## src/rtl/rxshift_pkg.sv

```systemverilog
// Shared types, limits and helpers for the configurable UART receive path.
package rxshift_pkg;

  localparam int unsigned MIN_BAUD = 4;
  localparam int unsigned MIN_BITS = 5;
  localparam int unsigned PAR_W    = 16;

  typedef enum logic [2:0] {
    IDLE,
    START,
    DATA,
    PARITY,
    STOP,
    DONE,
    BRK_WAIT
  } rx_state_e;

  // High when the received parity bit does not match the word under the chosen mode.
  function automatic logic parity_mismatch(input logic [PAR_W-1:0] data,
                                           input logic             p,
                                           input logic             odd);
    return (^data) ^ p ^ odd;
  endfunction

endpackage

```

## src/rtl/rxshift_cfg_if.sv

```systemverilog
// Configuration and received-word bus between the Rx deserialiser and its consumer.
interface rxshift_cfg_if #(
  parameter int unsigned DATA_W = 8,
  parameter int unsigned BAUD_W = 14
);

  logic              i_Enable;
  logic [BAUD_W-1:0] i_Baud;
  logic [3:0]        i_Data_Bits;
  logic              i_Parity_En;
  logic              i_Parity_Odd;
  logic              i_Two_Stop;
  logic [DATA_W-1:0] o_Data;
  logic              o_Valid;
  logic              o_Parity_Err;
  logic              o_Frame_Err;
  logic              o_Busy;

  modport master (
    output i_Enable, i_Baud, i_Data_Bits, i_Parity_En, i_Parity_Odd, i_Two_Stop,
    input  o_Data, o_Valid, o_Parity_Err, o_Frame_Err, o_Busy
  );

  modport slave (
    input  i_Enable, i_Baud, i_Data_Bits, i_Parity_En, i_Parity_Odd, i_Two_Stop,
    output o_Data, o_Valid, o_Parity_Err, o_Frame_Err, o_Busy
  );

endinterface

```

## src/rtl/rxshift_cfg_rx_sync.sv

```systemverilog
// Two-flop synchroniser for an asynchronous idle-high serial line.
module rx_sync (
  input  logic i_Pclk,
  input  logic i_Rst_n,
  input  logic i_D,
  output logic o_Q
);

  logic meta;

  // Resets to the idle-high level so no false start is seen after reset.
  always_ff @(posedge i_Pclk) begin
    if (!i_Rst_n) begin
      meta <= 1'b1;
      o_Q  <= 1'b1;
    end else begin
      meta <= i_D;
      o_Q  <= meta;
    end
  end

endmodule

```

## src/rtl/rxshift_cfg.sv

```systemverilog
// Runtime-configurable UART receive deserialiser (5..DATA_W bits, parity, 1/2 stop).
module rxshift_cfg
  import rxshift_pkg::*;
#(
  parameter int unsigned DATA_W = 8,
  parameter int unsigned BAUD_W = 14
) (
  input  logic          i_Pclk,
  input  logic          i_Rst_n,
  input  logic          i_Rx_Serial,
  rxshift_cfg_if.slave  bus
);

  localparam int unsigned IDX_W = 4;

  rx_state_e         state;
  logic              rx_s;
  logic [BAUD_W-1:0] cnt;
  logic [BAUD_W-1:0] b_q;
  logic [IDX_W-1:0]  n_q;
  logic              pen_q;
  logic              odd_q;
  logic              two_q;
  logic [IDX_W-1:0]  bit_idx;
  logic              stop_idx;
  logic [DATA_W-1:0] shreg;
  logic              perr_q;
  logic              ferr_q;

  logic [BAUD_W-1:0] baud_cl;
  logic [IDX_W-1:0]  bits_cl;
  logic [BAUD_W-1:0] last_cnt;
  logic [BAUD_W-1:0] half_cnt;
  logic              bit_tick;
  logic              bit_last;

  rx_sync u_rx_sync (
    .i_Pclk  (i_Pclk),
    .i_Rst_n (i_Rst_n),
    .i_D     (i_Rx_Serial),
    .o_Q     (rx_s)
  );

  // Clamp the live configuration so a captured frame always makes progress.
  assign baud_cl = (bus.i_Baud < BAUD_W'(MIN_BAUD)) ? BAUD_W'(MIN_BAUD) : bus.i_Baud;
  assign bits_cl = (bus.i_Data_Bits < IDX_W'(MIN_BITS) || bus.i_Data_Bits > IDX_W'(DATA_W))
                   ? IDX_W'(DATA_W) : bus.i_Data_Bits;

  // Bit timing derived from the captured divisor only.
  assign last_cnt = b_q - BAUD_W'(1);
  assign half_cnt = last_cnt >> 1;
  assign bit_tick = (cnt == last_cnt);
  assign bit_last = (bit_idx == n_q - IDX_W'(1));

  // Frame state machine with registered word, flags and status.
  always_ff @(posedge i_Pclk) begin
    if (!i_Rst_n) begin
      state            <= IDLE;
      cnt              <= '0;
      b_q              <= BAUD_W'(MIN_BAUD);
      n_q              <= IDX_W'(DATA_W);
      pen_q            <= 1'b0;
      odd_q            <= 1'b0;
      two_q            <= 1'b0;
      bit_idx          <= '0;
      stop_idx         <= 1'b0;
      shreg            <= '0;
      perr_q           <= 1'b0;
      ferr_q           <= 1'b0;
      bus.o_Data       <= '0;
      bus.o_Valid      <= 1'b0;
      bus.o_Parity_Err <= 1'b0;
      bus.o_Frame_Err  <= 1'b0;
      bus.o_Busy       <= 1'b0;
    end else begin
      bus.o_Valid <= 1'b0;
      case (state)
        IDLE: begin
          if (bus.i_Enable && !rx_s) begin
            b_q        <= baud_cl;
            n_q        <= bits_cl;
            pen_q      <= bus.i_Parity_En;
            odd_q      <= bus.i_Parity_Odd;
            two_q      <= bus.i_Two_Stop;
            cnt        <= '0;
            bit_idx    <= '0;
            stop_idx   <= 1'b0;
            shreg      <= '0;
            perr_q     <= 1'b0;
            ferr_q     <= 1'b0;
            bus.o_Busy <= 1'b1;
            state      <= START;
          end
        end
        START: begin
          if (cnt == half_cnt) begin
            cnt <= '0;
            if (!rx_s) begin
              state <= DATA;
            end else begin
              bus.o_Busy <= 1'b0;
              state      <= IDLE;
            end
          end else begin
            cnt <= cnt + BAUD_W'(1);
          end
        end
        DATA: begin
          if (bit_tick) begin
            cnt   <= '0;
            shreg <= shreg | (DATA_W'(rx_s) << bit_idx);
            if (bit_last) begin
              bit_idx <= '0;
              state   <= pen_q ? PARITY : STOP;
            end else begin
              bit_idx <= bit_idx + IDX_W'(1);
            end
          end else begin
            cnt <= cnt + BAUD_W'(1);
          end
        end
        PARITY: begin
          if (bit_tick) begin
            cnt    <= '0;
            perr_q <= parity_mismatch(PAR_W'(shreg), rx_s, odd_q);
            state  <= STOP;
          end else begin
            cnt <= cnt + BAUD_W'(1);
          end
        end
        STOP: begin
          if (bit_tick) begin
            cnt <= '0;
            if (!rx_s) begin
              ferr_q <= 1'b1;
            end
            if (two_q && !stop_idx) begin
              stop_idx <= 1'b1;
            end else begin
              state <= DONE;
            end
          end else begin
            cnt <= cnt + BAUD_W'(1);
          end
        end
        DONE: begin
          bus.o_Data       <= shreg;
          bus.o_Parity_Err <= perr_q;
          bus.o_Frame_Err  <= ferr_q;
          bus.o_Valid      <= 1'b1;
          if (ferr_q) begin
            state <= BRK_WAIT;
          end else begin
            bus.o_Busy <= 1'b0;
            state      <= IDLE;
          end
        end
        BRK_WAIT: begin
          // A held-low line must return high before another start is armed.
          if (rx_s) begin
            bus.o_Busy <= 1'b0;
            state      <= IDLE;
          end
        end
        default: begin
          bus.o_Busy <= 1'b0;
          state      <= IDLE;
        end
      endcase
    end
  end

endmodule
```

## src/flat_wrapper.sv

```systemverilog
// flat-port wrapper written by rule: the top's interface ports become plain ports
module rxshift_cfg_flat import rxshift_pkg::*;
#(
  parameter int unsigned DATA_W = 8,
  parameter int unsigned BAUD_W = 14
)
  (i_Pclk, i_Rst_n, i_Rx_Serial, bus_i_Enable, bus_i_Baud, bus_i_Data_Bits, bus_i_Parity_En, bus_i_Parity_Odd, bus_i_Two_Stop, bus_o_Data, bus_o_Valid, bus_o_Parity_Err, bus_o_Frame_Err, bus_o_Busy);
  rxshift_cfg_if #(.DATA_W(DATA_W), .BAUD_W(BAUD_W)) bus_i ();
  input  logic i_Pclk;
  input  logic i_Rst_n;
  input  logic i_Rx_Serial;
  input wire logic [$bits(bus_i.i_Enable)-1:0] bus_i_Enable;
  input wire logic [$bits(bus_i.i_Baud)-1:0] bus_i_Baud;
  input wire logic [$bits(bus_i.i_Data_Bits)-1:0] bus_i_Data_Bits;
  input wire logic [$bits(bus_i.i_Parity_En)-1:0] bus_i_Parity_En;
  input wire logic [$bits(bus_i.i_Parity_Odd)-1:0] bus_i_Parity_Odd;
  input wire logic [$bits(bus_i.i_Two_Stop)-1:0] bus_i_Two_Stop;
  output wire logic [$bits(bus_i.o_Data)-1:0] bus_o_Data;
  output wire logic [$bits(bus_i.o_Valid)-1:0] bus_o_Valid;
  output wire logic [$bits(bus_i.o_Parity_Err)-1:0] bus_o_Parity_Err;
  output wire logic [$bits(bus_i.o_Frame_Err)-1:0] bus_o_Frame_Err;
  output wire logic [$bits(bus_i.o_Busy)-1:0] bus_o_Busy;
  assign bus_i.i_Enable = bus_i_Enable;
  assign bus_i.i_Baud = bus_i_Baud;
  assign bus_i.i_Data_Bits = bus_i_Data_Bits;
  assign bus_i.i_Parity_En = bus_i_Parity_En;
  assign bus_i.i_Parity_Odd = bus_i_Parity_Odd;
  assign bus_i.i_Two_Stop = bus_i_Two_Stop;
  assign bus_o_Data = bus_i.o_Data;
  assign bus_o_Valid = bus_i.o_Valid;
  assign bus_o_Parity_Err = bus_i.o_Parity_Err;
  assign bus_o_Frame_Err = bus_i.o_Frame_Err;
  assign bus_o_Busy = bus_i.o_Busy;
  rxshift_cfg #(.DATA_W(DATA_W), .BAUD_W(BAUD_W)) u_core (.i_Pclk(i_Pclk), .i_Rst_n(i_Rst_n), .i_Rx_Serial(i_Rx_Serial), .bus(bus_i));
endmodule
```

## config.mk

```make
export PLATFORM = sky130hd
export DESIGN_NAME = rxshift_cfg_flat
export DESIGN_NICKNAME = d
export VERILOG_FILES = /design/src/rtl/rxshift_pkg.sv /design/src/rtl/rxshift_cfg_if.sv /design/src/rtl/rxshift_cfg_rx_sync.sv /design/src/rtl/rxshift_cfg.sv /design/src/flat_wrapper.sv
export SDC_FILE = /design/constraint.sdc
export NUM_CORES = 1
export LEC_CHECK = 0
export CAP_MARGIN = 30
export CELL_PAD_IN_SITES_DETAIL_PLACEMENT = 1
export CELL_PAD_IN_SITES_GLOBAL_PLACEMENT = 1
export CORE_ASPECT_RATIO = 0.5
export CORE_MARGIN = 2
export CORE_UTILIZATION = 40
export CTS_BUF_LIST = sky130_fd_sc_hd__clkbuf_8
export DETAILED_ROUTE_END_ITERATION = 16
export GPL_ROUTABILITY_DRIVEN = 1
export HOLD_SLACK_MARGIN = 0.12
export PLACE_DENSITY = 0.83
export SYNTH_ARGS = -nofsm -noshare
export SYNTH_HDL_FRONTEND = slang
export SYNTH_SLANG_ARGS = --single-unit
```

## constraint.sdc

```tcl
create_clock -name i_Pclk -period 3.1 [get_ports i_Pclk]
set_input_delay 0.62 -clock i_Pclk [delete_from_list [all_inputs] [get_ports i_Pclk]]
set_output_delay 0.62 -clock i_Pclk [all_outputs]
set_load 0.005 [all_outputs]
```

# --- Word-level counts from Yosys, hierarchy flattened ---
# Cells that the tools add are included.
# Widths: inputs -> output; s select.
totals:
  register_bits: 67
  output_inout_bits: 12
op_classes:
  addsub: 4
  bitwise: 4
  magnitude_cmp: 3
  reduce_logical: 20
  muxes: 40
  eq_ne: 20
  shift: 1
op_table:
  columns: ["operator", "n"]
  rows:
  - ["$mux 14", 4]
  - ["$pmux 14 s3", 1]
  - ["$mux 3", 10]
  - ["$pmux 3 s7", 1]
  - ["$mux 4", 4]
  - ["$mux 8", 2]
  - ["$pmux 8 s2", 1]
  - ["$reduce_xor 16->1", 1]
  - ["$add 14x1->14 const B", 1]
  - ["$eq 14x13->1", 1]
  - ["$eq 14x14->1", 1]
  - ["$lt 14x3->1 const B", 1]
  - ["$ne 2x1->1 const B", 7]
  - ["$sub 14x1->14 const B", 1]
  - ["$reduce_and 4->1", 3]
  - ["$mux 1", 11]
  - ["$eq 3x3->1 const B", 3]
  - ["$ne 2x2->1 const B", 4]
  - ["$or 8x8->8", 1]
  - ["$pmux 4 s2", 1]
  - ["$reduce_and 8->1", 1]
  - ["$shl 1x4->8", 1]
  - ["$eq 3x2->1 const B", 2]
  - ["$pmux 1 s2", 3]
  - ["19 further kinds", 26]

# --- Logic depth before layout (Yosys ltp) ---
depth:
  ltp_word: 5
  mapped_depth: 15
  depth_no_buf: 11

# --- Hierarchy ---
# A second synthesis with hierarchy kept.
hier_totals:
  hier_cells: 524
  hier_area_um2: 4122.7
modules_own_cells:
  columns: ["mod", "seq_area_each_um2", "area_each_um2", "cells_each", "n_inst"]
  rows:
  - ["rxshift_cfg", 1301.2, 4070.2, 520, 1]
  - ["rx_sync", 40.0, 52.6, 4, 1]

# --- Worst setup path after synthesis ---
# Ideal clock, no wire load.
synth_path:
  path_type: "flip-flop to flip-flop"
  start: "reg u_core.b_q[0]"
  end: "reg u_core.bit_idx[2]"
  t_required_ns: 3.029
  t_arrival_ns: 3.275
  path_slack_ns: -0.245
  setup_ns: 0.071
  path_stages_with_launch: 14
  path_cell_list: "dfxtp_1 > inv_1 > ha_1 > buf_2 > or4b_1 > clkbuf_2 > nor2_2 > xnor2_1 > or4_1 > nor4_2 > and4_4 > a31oi_4 > or4b_1 > a21oi_1"
synth_between:
  elab_chain_cells: 4
synth_lines:
  columns: ["item", "line", "source"]
  rows:
  - ["start, declared", "rxshift_cfg.sv:19", "logic [BAUD_W-1:0] b_q;"]
  - ["start signal, assigned", "rxshift_cfg.sv:60", "b_q <= BAUD_W'(MIN_BAUD);"]
  - ["start signal, assigned", "rxshift_cfg.sv:80", "b_q <= baud_cl;"]
  - ["$sub 14x1->14", "rxshift_cfg.sv:50", "assign last_cnt = b_q - BAUD_W'(1);"]
  - ["$eq 14x14->1", "rxshift_cfg.sv:52", "assign bit_tick = (cnt == last_cnt);"]
  - ["$ne 2x1->1 (no line)", null, null]
  - ["$reduce_and 3->1 (no line)", null, null]
  - ["end signal, assigned", "rxshift_cfg.sv:116", "bit_idx <= bit_idx + IDX_W'(1);"]
  - ["end, declared", "rxshift_cfg.sv:24", "logic [IDX_W-1:0] bit_idx;"]
# No other way between the ends.
# A chain may end at the register's enable or synchronous reset.

# --- Worst setup path in the final report ---
layout_path:
  start: "reg u_core.b_q[1]"
  end: "reg u_core.bit_idx[2]"
# The elaborated chain is that of the path after synthesis.

==> impl_results.md <==
* Startpoint types: register
* CTS tree: done
* Tmin final at approximately 3.2 ns
* Synth Register Bits at 67
* Final worst slack at -0.114 ns
* Die Ht at between 70 and 80 um
* Area leader, netlist: dfxtp_1
* DR pass1 iterations at 4
* IO Port Bufs at 36
* Setup Skew at roughly 0.012 ns
* Synth top area share at 33.4%
* Post-synth EDFFs at 0
* Share of post-route cells with drive strength above 1 at 20.2%
* P_leak at 1.86 nW
* Post-Synthesis Cells at approximately 520
* Core ar. at approximately 9600 sq um
* GPL Wtd Cong at 0.890
* I/O pins at 37
* DP Area at 4730 sq um
* Mean post-synth cell area at roughly 7.7 sq um
* Area of the die at 10900 sq um
* Vias in the first global route at roughly 4200
* Max_cap viols at 0
* Area growth syn-to-layout at 29.9%
* Pins over their slew limit at 0
* CP arrival at 3.52 ns
* Vias at 4176
* Most frequent cell after synthesis: nand2_1
* Peak Freq at 311 MHz
* Tightest Pin Transition at approximately 0.86 ns
* Placed Cells at 698
* Crit share post-route at 104%
* Iter 0 DRT Violations at ~300
* Pwr per Cell Area at 440 nW/um^2
* Setup crit end kind: register
* Int Pwr at 1.53 mW
* First-pass GRT wire length at 21.7 mm
* Clock share of power at 35.3%
* Syn nets at approximately 550
* Grt ovf at 0
* DR DRC count at 0
* Post-route cell area at 5210 sq um
* Clock root buffer: clkbuf_8
* Routed Antenna Nets at 0
* Comb power frac at about 24%
* DIE WIDTH at 146 um
* Synthesis warning total at 0
* Failing checks: setup timing
* GRT Overall Usage at 25.1%
* Synthesized cell area at roughly 4000 sq um
* Fin Setup TNS at -0.679 ns
* Post-synth top cells: 83 x nand2_1, 67 x dfxtp_1, 47 x a21oi_1
* Hold Vio Cnt, Final at 0
* CP Class: reg2reg
* Final setup vio count at 13
* Hold/Removal Path Class: reg2reg
* N_diodes at 0
* DP HPWL at 9.11 mm
* Row Count at 25
* CP max FO at 7
* Post-synth cell types at 65
* Sw Share at 33.0%
* Synth area leaders: dfxtp_1 33%, nand2_1 7.8%, xnor2_1 7.2%
* Post-Layout Cell Count at 728
* Rel. slew slack at 42.4%
* Status: finished with violations
* TritonCTS Buffers at 9
* Primary FF master, synth: dfxtp_1
* Hold WS at between 0.4 and 0.5 ns
* Clk sinks at 67
* Peak supply drop at 0.000187 V
* Largest net degree at the start of global routing at 38
* Initial antenna violation count at 0
* Worst Path Required at 3.40 ns
* RSZ-0062 raised after global routing: yes
* Asr flop ratio synth at 0%
* Clock buffer depth at 2
* Sequential area share after synthesis at approximately 33%
* Final core utilization at 54.2%
* CTS hold repair buffers at 0
* CTS H-tree depth at 3
* Vias/cell at between 5 and 6
* Initial Util at around two fifths
* Routed WL per cell at 19.1 um
* Nets at 617
* WL final at 13.9 mm
* Clk slew on worst S/H paths at around 0.09 ns
* Sequential power share at 40.5%
* Skew-Pair Late Insertion Delay at around 0.37 ns
* Net Switching at 0.757 mW
[cell families (layout without fill, tap and decap cells)]
| family | Yosys count | count (layout) | share of synthesized area (%) |
|---|---|---|---|
| adders and majority gates | 4 | 4 | 1.25 |
| muxes | 3 | 3 | 0.780 |
| AOI/OAI and AO/OA | 129 | 130 | 20.6 |
| DFF | 67 | 67 | 33.4 |
| xor gates and xnor gates | 42 | 42 | 9.17 |
| and+or+nand+nor | 219 | 219 | 28.4 |
| buffers and inverters | 60 | 128 | 6.36 |
[worst paths after layout]
path / start / end / slack, ns / cells past startpoint
worst max-delay path: u_core.b_q[1]$_SDFFE_PN0P_ / u_core.bit_idx[2]$_SDFFE_PN0P_ / -0.11 / 13
worst min-delay path: u_core.u_rx_sync.meta$_SDFF_PN1_ / u_core.u_rx_sync.o_Q$_SDFF_PN1_ / 0.42 / 1
worst max register to register: u_core.b_q[1]$_SDFFE_PN0P_ / u_core.bit_idx[2]$_SDFFE_PN0P_ / -0.11 / 13
worst min register to register: u_core.u_rx_sync.meta$_SDFF_PN1_ / u_core.u_rx_sync.o_Q$_SDFF_PN1_ / 0.42 / 1
[timing repair]
item / 4_1_cts / 5_1_grt
buffers inserted: 10 / 3
endpoints found under the setup margin: 27 / 30
pin swaps: 10 / 12
cloned: 0 / 1
gates resized for setup: 14 / 27
[worst max-delay path: stages (launching register included)]
cell and delay [ns]:
dfxtp_4 0.37, inv_4 0.06, ha_4 0.12, or4b_4 0.51, buf_4 0.16, buf_4 0.12
nor4b_1 0.25, o31ai_1 0.11, o21ai_0 0.11, o2111a_2 0.28, and4_4 0.26, a31oi_4 0.13
or4b_1 0.50, a21oi_1 0.14
[sequential cells by signal (all words and copies together), names as in the netlist]
name and count:
u_core.two_q 1, u_core.u_rx_sync.meta 1, u_core.perr_q 1, u_core.shreg 8
u_core.ferr_q 1, u_core.bit_idx 4, u_core.stop_idx 1, u_core.u_rx_sync.o_Q 1
u_core.cnt 14, u_core.odd_q 1, u_core.bus.o_Busy 1, u_core.bus.o_Frame_Err 1
u_core.bus.o_Data 8, u_core.bus.o_Parity_Err 1, u_core.bus.o_Valid 1, u_core.b_q 14
u_core.state 3, u_core.pen_q 1, u_core.n_q 4
[final cells by class]
type / count / area [sq um]
clock buffers: 10 / 138
multi-input cells: 398 / 2580
inverters: 14 / 55.1
clock inverters: 6 / 72.6
fillers: 1147 / 4400
repair buffers: 98 / 848
well taps: 135 / 169
flip-flops and latches: 67 / 1350
[routing by layer]
layer | wire (um) | GRT usage, %
met1 | 6000 | 30.4
met2 | 7020 | 46.0
met3 | 621 | 5.15
met4 | 269 | 8.61
met5 | 0 | 0
[power groups by stage]
| stage | clock network (mW) | logic, mW | registers, mW |
|---|---|---|---|
| after floorplan | 0 | 0.328 | 0.915 |
| after global placement | 0 | 0.458 | 0.944 |
| after detailed placement | 0 | 0.472 | 0.945 |
| after CTS | 0.810 | 0.506 | 0.925 |
| after global routing | 0.854 | 0.605 | 0.933 |
| final | 0.809 | 0.555 | 0.928 |
[through the flow]
| step | setup WS, ns | total power, mW |
|---|---|---|
| 6_report | -0.114 | 2.29 |
| 3_5_place_dp | -0.432 | 1.42 |
| 3_3_place_gp | -0.214 | 1.40 |
| 4_1_cts | -0.0817 | 2.24 |
| 2_1_floorplan | -0.0468 | 1.24 |
| 5_1_grt | -0.247 | 2.39 |
[cell usage in the layout, fill, tap and decap left out, drive strengths merged, types with 11 or more instances in the layout]
cell type,Yosys,layout
a21oi,47,48
a31oi,11,11
buf,11,62
clkdlybuf4s50,0,36
dfxtp,67,67
inv,12,14
nand2,83,83
nand2b,11,11
nand3,23,23
nor2,30,30
o21ai,27,27
xnor2,33,33
(Power assumes the default switching activity.)
